$ cat config.mk
export PLATFORM = sky130hd
export DESIGN_NAME = can_tx_frame_ctrl_flat
export DESIGN_NICKNAME = d
export VERILOG_FILES = /design/src/rtl/can_tx_frame_ctrl_if.sv /design/src/rtl/can_tx_frame_ctrl.sv /design/src/flat_wrapper.sv
export SDC_FILE = /design/constraint.sdc
export NUM_CORES = 1
export LEC_CHECK = 0
export ABC_CLOCK_PERIOD_IN_PS = 5400
export BUFFER_PORTS_ARGS = -buffer_cell sky130_fd_sc_hd__buf_2
export CAP_MARGIN = 20
export CORE_MARGIN = 2
export CORE_UTILIZATION = 55
export DETAILED_ROUTE_END_ITERATION = 7
export PLACE_DENSITY = 0.74
export REMOVE_ABC_BUFFERS = 1
export SETUP_SLACK_MARGIN = 0.2
export SYNTH_ARGS = -nofsm -noshare
export SYNTH_HDL_FRONTEND = slang
export SYNTH_SLANG_ARGS = --single-unit
$ cat constraint.sdc
create_clock -name clk -period 5.4 [get_ports clk]
set_input_delay 1.35 -clock clk [delete_from_list [all_inputs] [get_ports clk]]
set_output_delay 1.35 -clock clk [all_outputs]
set_load 0.02 [all_outputs]
$ cat src/rtl/can_tx_frame_ctrl_if.sv
// can_tx_frame_ctrl_if: request/status bundle between the TX register block
// (master) and the CAN transmit frame sequencer (slave).
interface can_tx_frame_ctrl_if;
  logic        tx_req;
  logic [10:0] tx_id;
  logic        tx_rtr;
  logic [3:0]  tx_dlc;
  logic [63:0] tx_data;
  logic        tx_busy;
  logic        tx_done;
  logic        ack_error;
  logic        arb_lost;

  modport master (
    output tx_req, tx_id, tx_rtr, tx_dlc, tx_data,
    input  tx_busy, tx_done, ack_error, arb_lost
  );

  modport slave (
    input  tx_req, tx_id, tx_rtr, tx_dlc, tx_data,
    output tx_busy, tx_done, ack_error, arb_lost
  );
endinterface

$ cat src/rtl/can_tx_frame_ctrl.sv
// can_tx_frame_ctrl: serialises one standard CAN data/remote frame into the
// bit stuffer, computes CRC-15, checks the ACK slot and reports completion.
// Optional feature macro CAN_TX_ARB_LOST_EN: abort with an arb_lost pulse
// when a recessive ID/RTR bit is read back dominant.
module can_tx_frame_ctrl #(
  parameter int IFS_BITS = 3,
  parameter int EOF_BITS = 7
) (
  input  logic                      clk,
  input  logic                      rst_n,
  input  logic                      reset_mode,
  input  logic                      sample_point,
  input  logic                      bit_start_point,
  input  logic                      insert_stuff_bit,
  input  logic                      stuffed_tx_bit,
  input  logic                      rx_bit,
  can_tx_frame_ctrl_if.slave        bus,
  output logic                      tx_frame_tx_bit,
  output logic                      bit_stuffing_en,
  output logic                      stuff_clr
);

  typedef enum logic [3:0] {
    S_IDLE, S_SOF, S_ID, S_RTR, S_IDE, S_R0, S_DLC, S_DATA,
    S_CRC, S_CRC_DEL, S_ACK_SLOT, S_ACK_DEL, S_EOF, S_IFS
  } state_t;

  state_t      state;
  state_t      bus_state;
  state_t      nxt_state;
  logic [5:0]  bit_idx;
  logic [5:0]  nxt_idx;
  logic [14:0] crc;
  logic [14:0] nxt_crc;
  logic [10:0] id_q;
  logic        rtr_q;
  logic [3:0]  dlc_q;
  logic [63:0] data_q;
  logic        busy_q;
  logic        done_q;
  logic        ack_flag;
  logic        ack_err_q;
  logic        consume;
  logic [6:0]  data_bits;

  // A presented bit is taken by the stuffer unless this bit start carries a stuff bit.
  assign consume   = bit_start_point && (state != S_IDLE) &&
                     !(bit_stuffing_en && insert_stuff_bit);
  assign data_bits = rtr_q ? 7'd0 : (dlc_q > 4'd8) ? 7'd64 : {dlc_q, 3'b000};

  // Raw bit value for a given field position, using the latched request.
  function automatic logic present_bit(input state_t s, input logic [5:0] idx,
                                       input logic [14:0] c);
    logic b;
    case (s)
      S_SOF:  b = 1'b0;
      S_ID:   b = id_q[4'd10 - idx[3:0]];
      S_RTR:  b = rtr_q;
      S_IDE:  b = 1'b0;
      S_R0:   b = 1'b0;
      S_DLC:  b = dlc_q[2'd3 - idx[1:0]];
      S_DATA: b = data_q[6'd63 - idx];
      S_CRC:  b = c[4'd14 - idx[3:0]];
      default: b = 1'b1;
    endcase
    return b;
  endfunction

  // Field sequencing: where the pointer goes after the current bit is consumed.
  always_comb begin
    nxt_state = state;
    nxt_idx   = bit_idx + 6'd1;
    case (state)
      S_SOF:      begin nxt_state = S_ID;  nxt_idx = 6'd0; end
      S_ID:       if (bit_idx == 6'd10) begin nxt_state = S_RTR; nxt_idx = 6'd0; end
      S_RTR:      begin nxt_state = S_IDE; nxt_idx = 6'd0; end
      S_IDE:      begin nxt_state = S_R0;  nxt_idx = 6'd0; end
      S_R0:       begin nxt_state = S_DLC; nxt_idx = 6'd0; end
      S_DLC:      if (bit_idx == 6'd3) begin
                    nxt_state = (data_bits == 7'd0) ? S_CRC : S_DATA;
                    nxt_idx   = 6'd0;
                  end
      S_DATA:     if ({1'b0, bit_idx} == data_bits - 7'd1) begin
                    nxt_state = S_CRC;
                    nxt_idx   = 6'd0;
                  end
      S_CRC:      if (bit_idx == 6'd14) begin nxt_state = S_CRC_DEL; nxt_idx = 6'd0; end
      S_CRC_DEL:  begin nxt_state = S_ACK_SLOT; nxt_idx = 6'd0; end
      S_ACK_SLOT: begin nxt_state = S_ACK_DEL;  nxt_idx = 6'd0; end
      S_ACK_DEL:  begin nxt_state = S_EOF;      nxt_idx = 6'd0; end
      S_EOF:      if (bit_idx == 6'(EOF_BITS - 1)) begin nxt_state = S_IFS; nxt_idx = 6'd0; end
      S_IFS:      if (bit_idx == 6'(IFS_BITS - 1)) begin nxt_state = S_IDLE; nxt_idx = 6'd0; end
      default:    begin nxt_state = S_IDLE; nxt_idx = 6'd0; end
    endcase
  end

  // CRC-15 advance for the consumed bit; frozen once the DATA field is done.
  always_comb begin
    nxt_crc = crc;
    if (state inside {S_SOF, S_ID, S_RTR, S_IDE, S_R0, S_DLC, S_DATA}) begin
      nxt_crc = {crc[13:0], 1'b0} ^ ((tx_frame_tx_bit ^ crc[14]) ? 15'h4599 : 15'h0000);
    end
  end

  // Frame sequencer with registered outputs.
  always_ff @(posedge clk or negedge rst_n) begin
    if (!rst_n) begin
      state           <= S_IDLE;
      bus_state       <= S_IDLE;
      bit_idx         <= 6'd0;
      crc             <= 15'd0;
      id_q            <= 11'd0;
      rtr_q           <= 1'b0;
      dlc_q           <= 4'd0;
      data_q          <= 64'd0;
      busy_q          <= 1'b0;
      done_q          <= 1'b0;
      ack_flag        <= 1'b0;
      ack_err_q       <= 1'b0;
      tx_frame_tx_bit <= 1'b1;
      bit_stuffing_en <= 1'b0;
      stuff_clr       <= 1'b0;
    end else if (reset_mode) begin
      state           <= S_IDLE;
      bus_state       <= S_IDLE;
      bit_idx         <= 6'd0;
      crc             <= 15'd0;
      busy_q          <= 1'b0;
      done_q          <= 1'b0;
      ack_flag        <= 1'b0;
      ack_err_q       <= 1'b0;
      tx_frame_tx_bit <= 1'b1;
      bit_stuffing_en <= 1'b0;
      stuff_clr       <= 1'b1;
    end else begin
      done_q    <= 1'b0;
      ack_err_q <= 1'b0;
      stuff_clr <= 1'b0;
      if (sample_point && (bus_state == S_ACK_SLOT) && rx_bit) begin
        ack_flag <= 1'b1;
      end
`ifdef CAN_TX_ARB_LOST_EN
      if (sample_point && ((bus_state == S_ID) || (bus_state == S_RTR)) &&
          stuffed_tx_bit && !rx_bit) begin
        state           <= S_IDLE;
        bus_state       <= S_IDLE;
        bit_idx         <= 6'd0;
        busy_q          <= 1'b0;
        ack_flag        <= 1'b0;
        tx_frame_tx_bit <= 1'b1;
        bit_stuffing_en <= 1'b0;
        stuff_clr       <= 1'b1;
      end else
`endif
      if (state == S_IDLE) begin
        if (bus.tx_req) begin
          id_q            <= bus.tx_id;
          rtr_q           <= bus.tx_rtr;
          dlc_q           <= bus.tx_dlc;
          data_q          <= bus.tx_data;
          state           <= S_SOF;
          bit_idx         <= 6'd0;
          crc             <= 15'd0;
          busy_q          <= 1'b1;
          ack_flag        <= 1'b0;
          bit_stuffing_en <= 1'b1;
          tx_frame_tx_bit <= 1'b0;
        end
      end else if (consume) begin
        state           <= nxt_state;
        bit_idx         <= nxt_idx;
        crc             <= nxt_crc;
        bus_state       <= state;
        tx_frame_tx_bit <= present_bit(nxt_state, nxt_idx, nxt_crc);
        if (state == S_CRC_DEL) begin
          bit_stuffing_en <= 1'b0;
        end
        if ((state == S_IFS) && (nxt_state == S_IDLE)) begin
          done_q    <= 1'b1;
          stuff_clr <= 1'b1;
          busy_q    <= 1'b0;
          ack_err_q <= ack_flag;
          ack_flag  <= 1'b0;
        end
      end
    end
  end

`ifdef CAN_TX_ARB_LOST_EN
  logic arb_q;

  // One-cycle arbitration-lost pulse, raised on the same sample point that aborts the frame.
  always_ff @(posedge clk or negedge rst_n) begin
    if (!rst_n) begin
      arb_q <= 1'b0;
    end else begin
      arb_q <= !reset_mode && sample_point &&
               ((bus_state == S_ID) || (bus_state == S_RTR)) &&
               stuffed_tx_bit && !rx_bit;
    end
  end

  assign bus.arb_lost = arb_q;
`else
  logic unused_stuffed;

  assign unused_stuffed = stuffed_tx_bit;
  assign bus.arb_lost   = 1'b0;
`endif

  assign bus.tx_busy   = busy_q;
  assign bus.tx_done   = done_q;
  assign bus.ack_error = ack_err_q;

endmodule

$ cat src/flat_wrapper.sv
// flat-port wrapper written by rule: the top's interface ports become plain ports
module can_tx_frame_ctrl_flat 
#(
  parameter int IFS_BITS = 3,
  parameter int EOF_BITS = 7
)
  (clk, rst_n, reset_mode, sample_point, bit_start_point, insert_stuff_bit, stuffed_tx_bit, rx_bit, tx_frame_tx_bit, bit_stuffing_en, stuff_clr, bus_tx_req, bus_tx_id, bus_tx_rtr, bus_tx_dlc, bus_tx_data, bus_tx_busy, bus_tx_done, bus_ack_error, bus_arb_lost);
  can_tx_frame_ctrl_if bus_i ();
  input  logic clk;
  input  logic rst_n;
  input  logic reset_mode;
  input  logic sample_point;
  input  logic bit_start_point;
  input  logic insert_stuff_bit;
  input  logic stuffed_tx_bit;
  input  logic rx_bit;
  output logic tx_frame_tx_bit;
  output logic bit_stuffing_en;
  output logic stuff_clr;
  input wire logic [$bits(bus_i.tx_req)-1:0] bus_tx_req;
  input wire logic [$bits(bus_i.tx_id)-1:0] bus_tx_id;
  input wire logic [$bits(bus_i.tx_rtr)-1:0] bus_tx_rtr;
  input wire logic [$bits(bus_i.tx_dlc)-1:0] bus_tx_dlc;
  input wire logic [$bits(bus_i.tx_data)-1:0] bus_tx_data;
  output wire logic [$bits(bus_i.tx_busy)-1:0] bus_tx_busy;
  output wire logic [$bits(bus_i.tx_done)-1:0] bus_tx_done;
  output wire logic [$bits(bus_i.ack_error)-1:0] bus_ack_error;
  output wire logic [$bits(bus_i.arb_lost)-1:0] bus_arb_lost;
  assign bus_i.tx_req = bus_tx_req;
  assign bus_i.tx_id = bus_tx_id;
  assign bus_i.tx_rtr = bus_tx_rtr;
  assign bus_i.tx_dlc = bus_tx_dlc;
  assign bus_i.tx_data = bus_tx_data;
  assign bus_tx_busy = bus_i.tx_busy;
  assign bus_tx_done = bus_i.tx_done;
  assign bus_ack_error = bus_i.ack_error;
  assign bus_arb_lost = bus_i.arb_lost;
  can_tx_frame_ctrl #(.IFS_BITS(IFS_BITS), .EOF_BITS(EOF_BITS)) u_core (.clk(clk), .rst_n(rst_n), .reset_mode(reset_mode), .sample_point(sample_point), .bit_start_point(bit_start_point), .insert_stuff_bit(insert_stuff_bit), .stuffed_tx_bit(stuffed_tx_bit), .rx_bit(rx_bit), .bus(bus_i), .tx_frame_tx_bit(tx_frame_tx_bit), .bit_stuffing_en(bit_stuffing_en), .stuff_clr(stuff_clr));
endmodule
# After elaboration in Yosys (flattened, before gate mapping)
# Index checks and enable logic that the tools add are counted.
[word_totals]
regBits = 116
latchBits = 0
mem_bits_rw = 0
mem_bits_ro = 0
in_bits = 89
n_memories = 0
[op_classes]
n_addsub = 6
mul = 0
div = 0
magnitude_cmp = 5
n_eq_ne = 30
shifts = 0
muxes = 71
bitwise_logic = 3
n_reduce_logical = 22
[op_table]
columns = ["cell", "n"]
rows = [
  ["$mux 15", 6],
  ["$mux 6", 10],
  ["$mux 4", 14],
  ["$pmux 4 s13", 1],
  ["$pmux 6 s6", 1],
  ["$eq 4x3->1 const B", 8],
  ["$eq 4x4->1 const B", 8],
  ["$mux 1", 32],
  ["$eq 4x2->1 const B", 4],
  ["$xor 15x15->15", 1],
  ["$mux 7", 2],
  ["$eq 6x2->1 const B", 2],
  ["$eq 6x4->1 const B", 2],
  ["$lt 4x5->1 const B", 2],
  ["$reduce_and 3->1", 3],
  ["$reduce_bool 3->1", 3],
  ["$bmux 1 s4", 2],
  ["$eq 4x1->1 const B", 2],
  ["$logic_not 4->1", 2],
  ["$sub 4x4->4 const A", 2],
  ["$eq 6x7->1", 1],
  ["$logic_not 7->1", 1],
  ["$lt 6x7->1 const B", 1],
  ["$reduce_bool 7->1", 1],
  ["20 further kinds", 26],
]

# Longest topological paths before layout
# Gate-level depths: netlist (run 1).
[depth]
depth_word = 14
ltp_mapped = 15
ltp_nobuf = 15

# Least setup slack after synthesis (run 1)
# No wires, ideal clock.
[synth_timing]
path_kind = "register -> register"
start = "reg u_core.rtr_q"
end = "reg u_core.tx_frame_tx_bit"
setup_time_ns = 0.095
t_arrival_ns = 4.088
t_required_ns = 5.305
slack_ns = 1.217
path_stages_with_launch = 16
n_path_buf = 0
synth_period_minus_slack_ns = 4.183
path_cell_list = "dfrtp_1 -> nor3b_2 -> inv_1 -> ha_1 -> xnor2_1 -> nor4_1 -> a31oi_1 -> nor3_1 -> nor2_1 -> ha_1 -> mux4_2 -> mux2_2 -> mux2i_1 -> o2bb2ai_1 -> nor4b_1 -> nand4_1"
[synth_between]
elab_chain_len = 12
word_cells_on_any_way = 35
cone_classes = "5 x add/sub; 9 x eq/ne; 19 x mux; 2 x reduce/logical"
[synth_lines]
columns = ["element", "line", "rtl"]
rows = [
  ["start, declared", "can_tx_frame_ctrl.sv:36", "logic rtr_q;"],
  ["start signal, assigned", "can_tx_frame_ctrl.sv:158", "rtr_q <= bus.tx_rtr;"],
  ["$mux 7", "can_tx_frame_ctrl.sv:49", "assign data_bits = rtr_q ? 7'd0 : (dlc_q > 4'd8) ? 7'd64 : {dlc_q, 3'b000};"],
  ["$sub 7x1->7", "can_tx_frame_ctrl.sv:83", "S_DATA: if ({1'b0, bit_idx} == data_bits - 7'd1) begin"],
  ["$eq 6x7->1", "can_tx_frame_ctrl.sv:83", ""],
  ["$mux 6", "can_tx_frame_ctrl.sv:83", ""],
  ["$pmux 6 s6", "can_tx_frame_ctrl.sv:73", "case (state)"],
  ["$sub 6x6->6, or another cell as far along", "can_tx_frame_ctrl.sv:62", "S_DATA: b = data_q[6'd63 - idx];"],
  ["$bmux 1 s6, or another cell as far along", "can_tx_frame_ctrl.sv:62", ""],
  ["$mux 1 (on tied branches)", "--", ""],
  ["$pmux 1 s6 *", "can_tx_frame_ctrl.sv:55", "case (s)"],
  ["$mux 1 *", "can_tx_frame_ctrl.sv:169", "end else if (consume) begin"],
  ["$mux 1 *", "can_tx_frame_ctrl.sv:155", "if (state == S_IDLE) begin"],
  ["$mux 1 *", "can_tx_frame_ctrl.sv:123", "end else if (reset_mode) begin"],
  ["end signal, assigned", "can_tx_frame_ctrl.sv:174", "tx_frame_tx_bit <= present_bit(nxt_state, nxt_idx, nxt_crc);"],
  ["end, declared", "can_tx_frame_ctrl.sv:18", "output logic tx_frame_tx_bit,"],
]
# Mark *: on every way between the ends. The rest lies on a longest branch, timed or not. The select of a mux whose other input is x is not followed.
# A chain may end at the register's enable or synchronous reset.

# Worst setup path after layout (run 1)
# Ends and elaborated chain as after synthesis.

==> run_results.csv, run 1 <==
group,metric,value,unit
power,switching_power,681,uW
logic_synthesis,yosysWarnings,0,
clock_network,clk_latency,0.42,ns
power,switching_share,26.6,%
logic_synthesis,synth_top_area_share,44.9,%
final_layout,drive_above_1_share,34.5,%
sta,fin_tns_setup,0,ns
logic_synthesis,postSynthCellCount,594,
critical_path,worstPathArrival,5.09,ns
final_layout,layout.cells.non_filler,832,
final_layout,nets,769,
critical_path,startpoint_type,"flop",
placed_design,numPlacedInstances,799,
clock_network,cts_sinks,116,
hold_path,holdPathStages,2,
logic_synthesis,synth_compound_area_share,16.9,%
grt,grt_max_degree,66,
power,power.internal,1.88,mW
drt,antenna_left,0,
placed_design,port_buffers,93,
logic_synthesis,netlist_area,0.00641,mm^2
floorplanning,die_w,112,um
placed_design,gp_congestion,0.862,
sta,finalCritPeriodShare,88.1,%
power,power_density,340,mW/mm^2
power,power_leakage,3.21,nW
critical_path,reg2reg_slack,0.64,ns
sta,min_period,4.76,ns
hold_path,hold_path.class,"flop to flop",
drt,first_pass_iters,5,
grt,grt_first_pass_wirelength,26200,um
drt,drc,0,
power,p_seq_share,43.5,%
sta,slew-limit-headroom,35.4,%
sta,slew_violations,0,
grt,grt_pass1_vias,5295,
sta,fmax,210,MHz
power,peakVddDrop,0.000300,V
drt,viasPerCell,6.21,
logic_synthesis,synth_top_family_by_area,"multiplexers",
placed_design,dpl.hpwl,10900,um
floorplanning,io_pins,96,
sta,setup_viol,0,
sta,clock_skew,0.00823,ns
clock_network,post_cts_buffers,0,
critical_path,worstSetupEndpointType,"flop",
logic_synthesis,yosysTopAreaCell,"dfrtp_1",
sta,hold_violations,0,
sta,rsz0062_at_grt,"false",
power,power_frac_comb,15.5,%
floorplanning,die_area,0.0125,mm^2
drt,drtIter0Drc,392,
run_status,status,"complete, no violations",
clock_network,htree_levels,4,
logic_synthesis,synthMuxAreaShare,17.1,%
power,p_clk_share,40.9,%
hold_path,hold_end,"u_core.bus_state[3]",
drt,totalWireLength,15800,um
clock_network,cts_buffers,17,
critical_path,r2r_cells,15,
clock_network,holdBufCountCts,0,
clock_network,clkSlewWorstSetupHoldPaths,0.06,ns
logic_synthesis,synthArstFlopShare,100,%
clock_network,ctsResizeCount,0,
critical_path,r2r_start,"u_core.rtr_q",
logic_synthesis,synth_ff_type,"dfrtp_1",
clock_network,cts_tree,"yes",
logic_synthesis,synthTopCellsByArea,"dfrtp_1 45%, mux2_2 15%, nand2_1 2.5%",
logic_synthesis,synth_edf_count,0,
placed_design,place_ws,0.728,ns
critical_path,worstSetupPathType,"flop to flop",
critical_path,timing.rr.end,"u_core.tx_frame_tx_bit",
floorplanning,core-area,0.0114,mm^2
sta,hold_ws,0.488,ns
grt,antenna_found_initial,0,
hold_path,min_from,"u_core.bus_state[3]",
logic_synthesis,yosysUniqueCellTypes,79,
critical_path,worstPathRequired,5.73,ns
clock_network,cts_root_buf,"clkbuf_16",
final_layout,most-common-layout-cells,"115 x dfrtp_1, 92 x buf_2, 83 x mux2_2",
logic_synthesis,synthAdderAreaFrac,0.781,%
logic_synthesis,postSynthAreaPerCell,10.8,um^2
drt,routedWlPerCell,19.0,um
sta,fin_ws,0.641,ns
logic_synthesis,synthXorXnorAreaFrac,3.01,%
final_layout,insertedDiodeCount,0,
flow_run,maxCapViolCount,0,
critical_path,crit_path_max_fanout,9,
floorplanning,die_h,112,um
sta,worst_pin_slew,0.960,ns
final_layout,final_common_cell,"dfrtp_1",
grt,grt_util_all_layers,26.3,%
drt,via_count,5165,
logic_synthesis,ys_seq_elements,116,
floorplanning,fp-row-count,39,
clock_network,cts_buffer_depth,2,
logic_synthesis,yosysSeqAreaShare,45.3,%
final_layout,area_delta_synth_final,17.4,%
floorplanning,start_util,56.4,%
logic_synthesis,synth_simple_gate_area_share,13.6,%
grt,grt_overflow,0,
-- cell families (layout without fill, tap and decap cells) --
kind of cell,count (synthesis),in the layout
adder cells (fa/ha/maj),4,4
buffers and inverters,50,145
AND/OR/NAND/NOR,163,163
multiplexers,93,93
XOR/XNOR,22,22
AO/OA/AOI/OAI,145,145
flip-flops,116,116
other,1,1
-- per-stage QoR --
stage                     utilization, %  area [um^2]  total power, mW
after floorplan                        -         6230             1.38
after global placement              61.2         6960             1.50
after detailed placement            61.2         6960             1.52
after CTS                           66.1         7510             2.58
after global routing                66.1         7520             2.67
final                               66.1         7520             2.56
-- final cells by class --
type                            count  area [um^2]
Fill cell                         896         3850
Multi-Input combinational cell    428         3300
Sequential cell                   116         2900
Timing Repair Buffer              104          551
Clock buffer                       20          447
Tap cell                          143          179
Clock inverter                     12          108
Inverter                            9         33.8
-- how the worst max path moves through the flow --
stage	from	end
global route	u_core.rtr_q	u_core.tx_frame_tx_bit
CTS	u_core.rtr_q	u_core.tx_frame_tx_bit
finish	u_core.rtr_q	u_core.tx_frame_tx_bit
floorplan	u_core.rtr_q	u_core.tx_frame_tx_bit
detailed placement	u_core.rtr_q	u_core.tx_frame_tx_bit
global placement	u_core.rtr_q	u_core.tx_frame_tx_bit
-- power groups by stage --
stage	registers [mW]	clock network, mW	logic (mW)
after global placement	1.11	0	0.381
final	1.11	1.05	0.398
after CTS	1.11	1.06	0.402
after detailed placement	1.13	0	0.398
after global routing	1.13	1.10	0.439
after floorplan	1.10	0	0.285
-- synth_stat cells, types with 8 or more instances --
cell,number
clkbuf_1,32
nand3_1,20
nand2_1,43
a221oi_1,8
a22o_1,16
a31oi_1,14
mux2_2,83
nor2_1,29
a21oi_1,16
o21ai_0,30
xor2_1,10
xnor2_1,12
dfrtp_1,115
nor3_1,9
nor2b_1,12
-- sequential cells by signal (all words and copies together) (netlist names) --
| register | count |
|---|---|
| u_core.rtr_q | 1 |
| u_core.dlc_q | 4 |
| u_core.bit_idx | 6 |
| u_core.crc | 15 |
| u_core.state | 4 |
| u_core.bus.ack_error | 1 |
| u_core.bus.tx_busy | 1 |
| u_core.stuff_clr | 1 |
| u_core.tx_frame_tx_bit | 1 |
| u_core.data_q | 64 |
| u_core.ack_flag | 1 |
| u_core.bus.tx_done | 1 |
| u_core.bus_state | 4 |
| u_core.id_q | 11 |
| u_core.bit_stuffing_en | 1 |
-- layer usage --
metal	share of wire, %	up-vias	track usage (%)
li1	-	2386	-
met1	43	2570	34.3
met2	49	174	42.0
met3	5.4	35	7.62
met4	2.6	0	10.2
met5	0	-	0
-- worst max-delay path, stage by stage (launching register included) --
cell and delay [ns]:
dfrtp_1 0.46, nor3b_2 0.36, inv_1 0.08, ha_1 0.29, xnor2_1 0.14, nor4_1 0.39
a31oi_1 0.30, o31ai_4 0.43, inv_2 0.21, ha_1 0.50, mux4_2 0.53, mux2_2 0.28
mux2i_1 0.14, o2bb2ai_1 0.09, nor4b_1 0.32, nand4_1 0.13
(Power assumes the default switching activity.)
==> run 2: changes to the inputs <==
- CELL_PAD_IN_SITES_DETAIL_PLACEMENT: unset -> 1
- CELL_PAD_IN_SITES_GLOBAL_PLACEMENT: unset -> 1
- CORE_UTILIZATION: 55 -> 45
- PLACE_DENSITY: 0.74 -> 0.77
==> run_results.csv, run 2 (synthesis results as in run 1) <==
group,metric,value,unit
run_status,status,"complete, no violations",
grt,grt_util_all_layers,25.5,%
clock_network,cts_root_buf,"clkbuf_16",
sta,slew-limit-headroom,31.8,%
placed_design,place_area,0.00700,mm^2
floorplanning,die_area,0.0152,mm^2
final_layout,final_common_cell,"dfrtp_1",
placed_design,port_buffers,93,
sta,hold_ws,0.481,ns
hold_path,hold_end,"u_core.bus_state[3]",
final_layout,largest_reg_flops,64,
hold_path,holdPathStages,2,
placed_design,dpl.hpwl,12500,um
floorplanning,die_w,123,um
sta,fin_tns_setup,0,ns
clock_network,ctsResizeCount,0,
final_layout,regMostFlops,"u_core.data_q",
critical_path,timing.rr.end,"u_core.tx_frame_tx_bit",
critical_path,worstSetupEndpointType,"flop",
critical_path,worstPathRequired,5.73,ns
drt,drtIter0Drc,270,
drt,routedWlPerCell,20.9,um
critical_path,r2r_start,"u_core.rtr_q",
final_layout,area_delta_synth_final,19.0,%
grt,antenna_found_initial,0,
grt,grt_first_pass_wirelength,29600,um
floorplanning,io_pins,96,
final_layout,layout.cells.non_filler,869,
grt,use_met2,43.2,%
hold_path,min_from,"u_core.bus_state[3]",
power,peakVddDrop,0.000225,V
clock_network,clk_latency,0.43,ns
clock_network,clkSlewWorstSetupHoldPaths,0.06,ns
power,power_leakage,3.24,nW
drt,antenna_left,0,
sta,worst_pin_slew,1.01,ns
sta,min_period,4.86,ns
drt,first_pass_iters,4,
final_layout,insertedDiodeCount,0,
hold_path,hold_path.class,"flop to flop",
floorplanning,die_h,123,um
critical_path,worstSetupPathType,"flop to flop",
sta,setup_viol,0,
placed_design,gp_congestion,0.859,
power,power,2.66,mW
floorplanning,fp-row-count,43,
sta,hold_violations,0,
clock_network,htree_levels,4,
clock_network,cts_tree,"yes",
drt,viasPerCell,6.05,
grt,grt-busiest-layer,"met2",
critical_path,worstPathArrival,5.20,ns
placed_design,numPlacedInstances,835,
clock_network,holdBufCountCts,0,
final_layout,most-common-layout-cells,"115 x dfrtp_1, 92 x buf_2, 83 x mux2_2",
sta,clock_skew,0.0132,ns
drt,totalWireLength,18200,um
critical_path,startpoint_type,"flop",
floorplanning,core-area,0.0139,mm^2
clock_network,cts_buffers,17,
clock_network,post_cts_buffers,0,
grt,grt_util_met1,31.0,%
clock_network,cts_buffer_depth,2,
sta,slew_violations,0,
grt,grt_max_degree,82,
clock_network,cts_sinks,116,
drt,via_count,5260,
critical_path,crit_path_max_fanout,9,
sta,rsz0062_at_grt,"false",
final_layout,nets,769,
drt,drc,0,
flow_run,maxCapViolCount,0,
power,power_density,348,mW/mm^2
grt,grt_use_met3,6.18,%
grt,grt_pass1_vias,5684,
final_layout,fill_cells,1537,
final_layout,drive_above_1_share,34.8,%
final_layout,reg_top3,"u_core.data_q x64, u_core.crc x15, u_core.id_q x11",
final_layout,design_area,0.00762,mm^2
grt,grt_overflow,0,
sta,fmax,206,MHz
critical_path,r2r_cells,15,
floorplanning,start_util,46.2,%
sta,finalCritPeriodShare,90.1,%
critical_path,reg2reg_slack,0.54,ns
## run 2: changes by cell type in the layout (fill, tap and decap cells not counted)
cell | previous run | this run
buf_16 | 0 | 1
buf_4 | 12 | 11
bufinv_16 | 1 | 2
clkbuf_1 | 2 | 0
clkinv_2 | 3 | 2
clkinvlp_4 | 6 | 5
inv_6 | 1 | 4
## run 2: worst max-delay path by stage
stage / to / depth (start not counted) / slack (ns) / start
after floorplan: u_core.tx_frame_tx_bit / 15 / 1.04 / u_core.rtr_q
after global placement: u_core.tx_frame_tx_bit / 15 / 0.84 / u_core.rtr_q
after detailed placement: u_core.tx_frame_tx_bit / 15 / 0.70 / u_core.rtr_q
after CTS: u_core.tx_frame_tx_bit / 15 / 0.59 / u_core.rtr_q
after global routing: u_core.tx_frame_tx_bit / 15 / 0.29 / u_core.rtr_q
final: u_core.tx_frame_tx_bit / 15 / 0.54 / u_core.rtr_q
## run 2: stage by stage
stage	worst slack (ns)	util, %
after floorplan	1.04	-
after global placement	0.844	50.4
after detailed placement	0.701	50.4
after CTS	0.586	54.7
after global routing	0.286	54.9
final	0.535	54.9
## run 2: power breakdown
group	leakage, nW	internal, mW	switching [mW]
sequential	1.43	1.02	0.0973
clock	0.276	0.694	0.430
combinational	1.53	0.220	0.194
total	3.24	1.93	0.722
## run 2: cell type report
type / count / area, um^2 / area share (%)
tap: 180 / 225 / 2.95
inverter: 9 / 33.8 / 0.443
clock inverter: 14 / 151 / 1.99
clock buffer: 18 / 439 / 5.76
timing repair buffer: 104 / 571 / 7.49
multi-input combinational: 428 / 3300 / 43.3
sequential: 116 / 2900 / 38.1
## run 2: critical path: stages, from the launching register on
cell	delay [ns]
dfrtp_1	0.47
nor3b_2	0.34
inv_1	0.08
ha_1	0.25
xnor2_1	0.35
xor2_1	0.34
a31oi_1	0.27
o31ai_4	0.48
inv_2	0.21
ha_1	0.50
mux4_2	0.53
mux2_2	0.27
mux2i_1	0.14
o2bb2ai_1	0.09
nor4b_1	0.31
nand4_1	0.14
## run 2: layer usage
metal	vias up	wire length [um]
met5	-	0
met1	2691	7550
met4	0	425
li1	2395	-
met3	38	856
met2	136	9350
